`src/rtl/gen_frec.sv`:
```
// NCO-based square-wave / pulse-burst generator.
// Output frequency is f_clock * step / 2^ACC_WIDTH; burst_len=0 runs continuously.
module gen_frec #(
  parameter int ACC_WIDTH = 32,
  parameter int CNT_WIDTH = 32
) (
  input  logic                 clock,
  input  logic                 reset,
  input  logic                 enable,
  input  logic                 start,
  input  logic [ACC_WIDTH-1:0] step,
  input  logic [CNT_WIDTH-1:0] burst_len,
  output logic                 clock_o,
  output logic                 busy,
  output logic                 done,
  output logic [CNT_WIDTH-1:0] pulse_count
);

  typedef enum logic {IDLE, RUN} state_t;

  localparam logic [ACC_WIDTH-1:0] STEP_MAX =
    {1'b1, {(ACC_WIDTH-1){1'b0}}};
  localparam logic [CNT_WIDTH-1:0] CNT_ONE =
    {{(CNT_WIDTH-1){1'b0}}, 1'b1};

  state_t               state;
  logic [ACC_WIDTH-1:0] acc;
  logic [ACC_WIDTH-1:0] step_l;
  logic [CNT_WIDTH-1:0] len_l;
  logic [ACC_WIDTH-1:0] acc_nxt;
  logic                 msb;
  logic                 last_fall;

  assign acc_nxt = acc + step_l;
  assign msb     = acc_nxt[ACC_WIDTH-1];

  // Burst ends on the falling edge that follows the final counted rise,
  // so the last pulse always has its full high time.
  assign last_fall = (len_l != '0) && (pulse_count == len_l)
                   && clock_o && !msb;

  always_ff @(posedge clock or posedge reset) begin
    if (reset) begin
      state       <= IDLE;
      acc         <= '0;
      step_l      <= '0;
      len_l       <= '0;
      clock_o     <= 1'b0;
      busy        <= 1'b0;
      done        <= 1'b0;
      pulse_count <= '0;
    end else begin
      done <= 1'b0;
      unique case (state)
        IDLE: begin
          acc     <= '0;
          clock_o <= 1'b0;
          busy    <= 1'b0;
          if (start && enable) begin
            // Clamp to f_clock/2 so the output never aliases.
            step_l      <= (step > STEP_MAX) ? STEP_MAX : step;
            len_l       <= burst_len;
            pulse_count <= '0;
            state       <= RUN;
            busy        <= 1'b1;
          end
        end
        RUN: begin
          if (!enable) begin
            state   <= IDLE;
            busy    <= 1'b0;
            acc     <= '0;
            clock_o <= 1'b0;
          end else if (last_fall) begin
            state   <= IDLE;
            busy    <= 1'b0;
            acc     <= '0;
            clock_o <= 1'b0;
            done    <= 1'b1;
          end else begin
            acc     <= acc_nxt;
            clock_o <= msb;
            if (!clock_o && msb)
              pulse_count <= pulse_count + CNT_ONE;
          end
        end
        default: state <= IDLE;
      endcase
    end
  end

endmodule

```
`config.mk`:
```
export PLATFORM = sky130hd
export DESIGN_NAME = gen_frec
export DESIGN_NICKNAME = d
export VERILOG_FILES = /design/src/rtl/gen_frec.sv
export SDC_FILE = /design/constraint.sdc
export NUM_CORES = 1
export LEC_CHECK = 0
export CORE_MARGIN = 2
export CORE_UTILIZATION = 47
export DETAILED_ROUTE_END_ITERATION = 10
export PLACE_DENSITY = 0.75
export RECOVER_POWER = 25
export SLEW_MARGIN = 20
export SYNTH_ARGS = -nofsm -noshare
export SYNTH_HDL_FRONTEND = slang
export SYNTH_SLANG_ARGS = --single-unit
```
`constraint.sdc`:
```
create_clock -name clock -period 8.6 [get_ports clock]
set_input_delay 1.72 -clock clock [delete_from_list [all_inputs] [get_ports clock]]
set_output_delay 1.72 -clock clock [all_outputs]
set_load 0.005 [all_outputs]
```
==> metrics.yaml, run 1 <==
synth:
  synth_enable_flop_cells: 0
  synth_area_leaders: "dfrtp_1, ha_1, mux2_2"
  synth-seq-area-share: 0.445
  synth.most_common_cell: "dfrtp_1"
  syn_inst: 733
  avgSynthCellArea_um2: 10.1
  synth-seq-cells: 131
  synth_nets: 834
  ys.flop_type: "dfrtp_1"
  synth_common_cells: "dfrtp_1, nand2_1, nor2_1"
  ys_types: 58
  syn_area_um2: 7370
  async_flop_share: 1.00
  synth_top_area_frac: 0.445
  synth_top_area_cell: "dfrtp_1"
  yosys_warnings: 0
global_routing:
  gr-total-overflow: 0
  grt_max_degree: 76
  antenna_found_initial: 1
  grt_use_total: 0.231
  grt_pass1_wl_um: 30200
  grt_pass1_vias: 5858
timing:
  finalClockSkew_ns: 0.0150
  fmax_mhz: 195
  fin_crit_sh: 0.596
  slew_viol_final: 109
  tightest_slew_ns: 2.51
  hold_violations: 0
  final.min_clock_period_ns: 5.13
  slew_headroom: -0.682
  finalSetupViolCount: 0
  rsz0062_at_grt: "false"
  tns_ns: 0
clocking:
  cts_buffers: 17
  post_cts_resized: 0
  cts_tree: "built"
  clk_latency_ns: 0.43
  cts_hold_buffers: 0
  cts_root_buffer: "clkbuf_16"
  clk_pin_slew_ns: 0.06
  cts_setup_buffers: 0
  cts.path.max_buffers: 2
  clock-sinks: 131
  htree_levels: 4
status:
  violations: "capacitance limit, slew limit"
  status: "complete, but fails checks"
detailed_routing:
  drt_iter0_drc: 490
  dr.pass1.iters: 4
  wirelength_um: 18600
  vias_per_cell: 5.91
  drcViolationCount: 0
  antenna_left: 0
  routedWlPerCell_um: 17.7
  vias: 6201
setup_path:
  critical-path-top-delay-family: "buffers and inverters"
  crit_slowest_cell: "clkbuf_1"
  slowest_delay_ns: 1.71
  crit_path_max_fanout: 50
  crit_buf_inv: 3
  path_cells: "dlygate4sd3_1 -> nand3b_1 -> clkbuf_1 -> buf_4 -> mux2_2"
  crit_type: "in -> reg"
  required_ns: 8.91
  arrival_ns: 5.44
  reg2reg_depth: 4
  cp.depth: 5
  start_kind: "primary input"
  endpoint_kind: "register"
floorplanning:
  die_h_um: 129
  fp.dieW_um: 129
  core-area_um2: 15300
  die_area_um2: 16700
  fp-row-count: 45
  start_util: 0.483
  io_pins: 103
placed_design:
  io_buffers: 102
  dpl.hpwl_um: 13100
  place.gp.congestion: 0.902
cells_and_area:
  fin_nets: 927
  synthToLayoutAreaGrowth_pct: 24.7
  fin_util: 0.602
  drive_gt1_frac: 0.0895
pwr:
  seqPwrFrac: 0.409
  p_leak_nw: 3.92
  p_sw_frac: 0.271
  internal_power_mw: 1.34
  clkPwrFrac: 0.415
  power_switching_uw: 498
  ir_drop_v: 0.000148
  p_per_area_nw_per_um2: 200
  p_comb_frac: 0.176
run:
  max-cap-violations: 2
worst_hold_path:
  holdPathStages: 1
  hp-class: "reg -> reg"
[cell families (layout without fill, tap and decap cells)]
family / after synthesis / after routing / share of synthesized area
xor+xnor: 62 / 62 / 0.0756
other cells: 0 / 1 / 0
flops: 131 / 131 / 0.445
compound gates: 181 / 181 / 0.175
buf+inv: 52 / 157 / 0.0272
simple gates: 234 / 234 / 0.160
fa+ha+maj: 33 / 33 / 0.0571
mux: 40 / 40 / 0.0599
[power groups by stage]
| stage | clock network, mW | registers [mW] | logic [mW] |
|---|---|---|---|
| after CTS | 0.772 | 0.751 | 0.323 |
| after floorplan | 0 | 0.735 | 0.231 |
| after detailed placement | 0 | 0.760 | 0.320 |
| final | 0.762 | 0.752 | 0.324 |
| after global routing | 0.802 | 0.760 | 0.357 |
| after global placement | 0 | 0.760 | 0.314 |
[flip-flops by register name (all words and copies together) (netlist names)]
| name | count |
|---|---|
| acc | 32 |
| len_l | 32 |
| pulse_count | 32 |
| step_l | 32 |
| busy | 1 |
| done | 1 |
| state | 1 |
[through the flow]
step	hold WS [ns]	total power [mW]	area, µm²	std cells	worst slack, ns
2_1_floorplan	0.477	0.967	7370	733	3.38
3_3_place_gp	0.495	1.07	8570	1018	4.17
3_5_place_dp	0.498	1.08	8570	1018	4.10
4_1_cts	0.513	1.84	9190	1049	4.55
5_1_grt	0.519	1.92	9180	1049	3.29
6_report	0.511	1.84	9190	1050	3.47
[path summary, 6_finish.rpt]
kind,start,endpoint,slack [ns]
worst min-delay path,step_l[25]$_DFFE_PP0P_,step_l[25]$_DFFE_PP0P_,0.51
worst min register to register,step_l[25]$_DFFE_PP0P_,step_l[25]$_DFFE_PP0P_,0.51
min in group asynchronous,reset,len_l[0]$_DFFE_PP0P_,2.44
max in group asynchronous,reset,step_l[23]$_DFFE_PP0P_,4.31
worst max-delay path,enable,len_l[17]$_DFFE_PP0P_,3.47
worst max register to register,state$_DFF_PP0_,len_l[17]$_DFFE_PP0P_,4.35
[routing by layer]
metal  wire length, µm  part of all wire  track usage  vias to the layer above
met5                 0                 0            0                        -
met4               461             0.025       0.0895                        0
met3              1260             0.068       0.0541                       40
met2              8190              0.44        0.337                      236
met1              8720              0.47        0.335                     3003
li1                  -                 -            -                     2922
[final cells by class]
class / count / area (µm²)
Antenna cell: 1 / 2.50
Clock buffer: 22 / 464
Clock inverter: 9 / 154
Fill cell: 1243 / 6070
Inverter: 19 / 72.6
Multi-Input combinational cell: 550 / 3890
Sequential cell: 131 / 3280
Tap cell: 211 / 264
Timing Repair Buffer: 107 / 1050
[placed cells by master (no fill, tap or decap), types with 3 or more instances in the layout]
cell type / count
mux2_2: 33
bufinv_16: 4
nand2_1: 67
nor2_1: 52
o21ai_0: 35
or4_1: 9
dfrtp_1: 131
o31ai_1: 12
dlygate4sd3_1: 7
o211ai_1: 17
nor2b_1: 3
o21a_1: 5
xor2_1: 35
nand3_1: 17
and3_1: 3
ha_1: 32
or3_1: 8
a211oi_1: 13
a31oi_1: 3
inv_1: 18
a211o_1: 4
nand4_1: 18
clkdlybuf4s50_1: 95
a21o_1: 10
o41ai_1: 7
clkbuf_16: 17
mux2i_1: 7
xnor2_1: 25
a22o_1: 31
o21bai_1: 4
nor3_1: 13
nor4_1: 22
nand2b_1: 7
and2_1: 3
a21oi_1: 24
clkbuf_1: 4
buf_4: 4
Power figures use the tool's default switching activity.
==> run 2: changes to the inputs <==
clock period = 4.77 ns   (was 8.6 ns; I/O delays follow)
==> run 2 against run 1 <==
Effect of this change: the flow still finishes with violations (capacitance limit, slew limit); via count is 1.5% lower; power is 75% higher; clock power is 68% higher; non-clock buffer count stayed put; sequential power is 81% higher; cell count stayed put; critical endpoint is now pulse_count[6]$_DFFE_PP0P_; highest routed layer unchanged.
==> metrics.yaml, run 2 (same netlist as run 1, synthesis figures left out) <==
setup_path:
  required_ns: 5.08  # -3.83 ns
  crit_path_max_fanout: 20  # -60%
  endpoint_kind: "register"
  start_kind: "register"
  arrival_ns: 3.79  # -1.65 ns
  crit_type: "reg -> reg"
global_routing:
  grt_use_total: 0.236  # +0.00463
  grt_max_degree: 99  # +30%
  grt_pass1_wl_um: 30700  # +1.7%
  antenna_found_initial: 0  # -1
  gr-total-overflow: 0  # unchanged
  grt_pass1_vias: 5777  # -1.4%
timing:
  final.min_clock_period_ns: 3.48
  fin_crit_sh: 0.729
  fin_ws_ns: 1.29  # -2.18 ns
  fmax_mhz: 287
  tns_ns: 0  # unchanged
  rsz0062_at_grt: "false"
  finalSetupViolCount: 0  # unchanged
  tightest_slew_ns: 2.47  # -0.0428 ns
  worst_hold_slack_ns: 0.510  # -0.00117 ns
  finalClockSkew_ns: 0.00797  # -0.00703 ns
  slew_headroom: -0.653  # +0.0287
  slew_viol_final: 52  # -52%
  hold_violations: 0  # unchanged
clocking:
  cts_setup_buffers: 0  # unchanged
  htree_levels: 4  # unchanged
  clk_latency_ns: 0.43  # about the same
  cts_hold_buffers: 0  # unchanged
  cts.path.max_buffers: 2  # unchanged
  clk_pin_slew_ns: 0.06  # about the same
  cts_buffers: 17  # unchanged
  cts_root_buffer: "clkbuf_16"
  cts_tree: "built"
  post_cts_resized: 0  # unchanged
  clock-sinks: 131  # unchanged
floorplanning:
  die_area_um2: 16700  # unchanged
  core-area_um2: 15300  # unchanged
  fp.dieW_um: 129  # unchanged
  die_h_um: 129  # unchanged
  fp-row-count: 45  # unchanged
  start_util: 0.483  # unchanged
  io_pins: 103  # unchanged
detailed_routing:
  antenna_left: 0  # unchanged
  wirelength_um: 18800  # +0.92%
  drt_iter0_drc: 781  # +59%
  drcViolationCount: 0  # unchanged
  dr.pass1.iters: 5  # +1
  vias_per_cell: 5.82  # -1.5%
  routedWlPerCell_um: 17.9  # +0.92%
  vias: 6111  # -1.5%
placed_design:
  dpl.hpwl_um: 13000  # -0.56%
  dp_slack_ns: 1.30  # -2.80 ns
  dp.cells: 1018  # unchanged
  placed_cell_area_um2: 8600  # +0.29%
  place.gp.congestion: 0.871  # -3.4%
  io_buffers: 102  # unchanged
cells_and_area:
  drive_gt1_frac: 0.0954  # +0.00585
  fin_nets: 927  # unchanged
  fillCellCount: 1263  # +1.6%
  fin_util: 0.601  # about the same
  final_common_cell: "dfrtp_1"
  final_cell_area_um2: 9180  # about the same
  regArea_um2: 3280  # unchanged
  antenna_cells: 0  # -1
  stdcell_count: 1050  # unchanged
  synthToLayoutAreaGrowth_pct: 24.6  # about the same
  layout_common_cells: "dfrtp_1, clkdlybuf4s50_1, nand2_1"
  multiInputGateArea_um2: 3900  # +0.13%
pwr:
  internal_power_mw: 2.27  # +70%
  power.total_mw: 3.22  # +75%
  clkPwrFrac: 0.397  # -0.018
  seqPwrFrac: 0.421  # +0.012
  p_leak_nw: 3.90  # -0.58%
  p_sw_frac: 0.293  # +0.0224
  ir_drop_v: 0.000255  # +73%
  p_comb_frac: 0.182  # +0.006
  p_per_area_nw_per_um2: 351  # +75%
  power_switching_uw: 945  # +90%
status:
  status: "complete, but fails checks"
  violations: "capacitance limit, slew limit"
worst_hold_path:
  hp-class: "reg -> reg"
run:
  max-cap-violations: 1  # -1
-- run 2: cell types whose count changed in the layout (fill, tap and decap cells not counted), sizes merged --
cell / before / now
dlygate4sd3: 7 / 1
diode: 1 / 0
clkinvlp: 3 / 4
buf: 4 / 5
clkdlybuf4s50: 95 / 101
clkbuf: 23 / 20
bufinv: 4 / 1
inv: 18 / 23
-- run 2: layer usage --
metal | share of wire | vias to the layer above | track usage | wire (µm)
li1 | - | 2911 | - | -
met1 | 0.47 | 2963 | 0.350 | 8920
met3 | 0.060 | 20 | 0.0475 | 1120
met5 | 0 | - | 0 | 0
met4 | 0.012 | 0 | 0.0607 | 222
met2 | 0.45 | 217 | 0.354 | 8540
-- run 2: final timing paths --
| kind | from | to | slack [ns] | depth (start not counted) |
|---|---|---|---|---|
| worst max-delay path | step_l[4]$_DFFE_PP0P_ | pulse_count[6]$_DFFE_PP0P_ | 1.29 | 9 |
| worst min-delay path | step_l[0]$_DFFE_PP0P_ | step_l[0]$_DFFE_PP0P_ | 0.51 | 1 |
| max in group asynchronous | reset | len_l[24]$_DFFE_PP0P_ | 1.92 | 3 |
| worst max register to register | step_l[4]$_DFFE_PP0P_ | pulse_count[6]$_DFFE_PP0P_ | 1.29 | 9 |
| worst min register to register | step_l[0]$_DFFE_PP0P_ | step_l[0]$_DFFE_PP0P_ | 0.51 | 1 |
| min in group asynchronous | reset | step_l[1]$_DFFE_PP0P_ | 1.65 | 2 |
-- run 2: area by class of cell --
cell class,instances,area share
Clock buffer,20,0.0498
Clock inverter,12,0.0134
Inverter,19,0.00791
Multi-Input combinational cell,550,0.425
Sequential cell,131,0.357
Tap cell,211,0.0288
Timing Repair Buffer,107,0.118
-- run 2: worst max-delay path: stages, from the launching register on --
cell,delay (ns)
dfrtp_1,0.38
ha_1,0.34
a21oi_1,0.31
o211a_1,0.24
nor2_1,0.09
a211oi_2,0.48
o31a_1,0.31
xor2_2,0.09
nand2b_1,0.59
o41ai_1,0.53
-- run 2: power by group through the flow --
stage                     Clock, mW  Sequential (mW)  Combinational, mW
after CTS                      1.30             1.35              0.584
after global placement            0             1.37              0.570
final                          1.28             1.36              0.586
after floorplan                   0             1.33              0.417
after detailed placement          0             1.37              0.578
after global routing           1.36             1.37              0.646
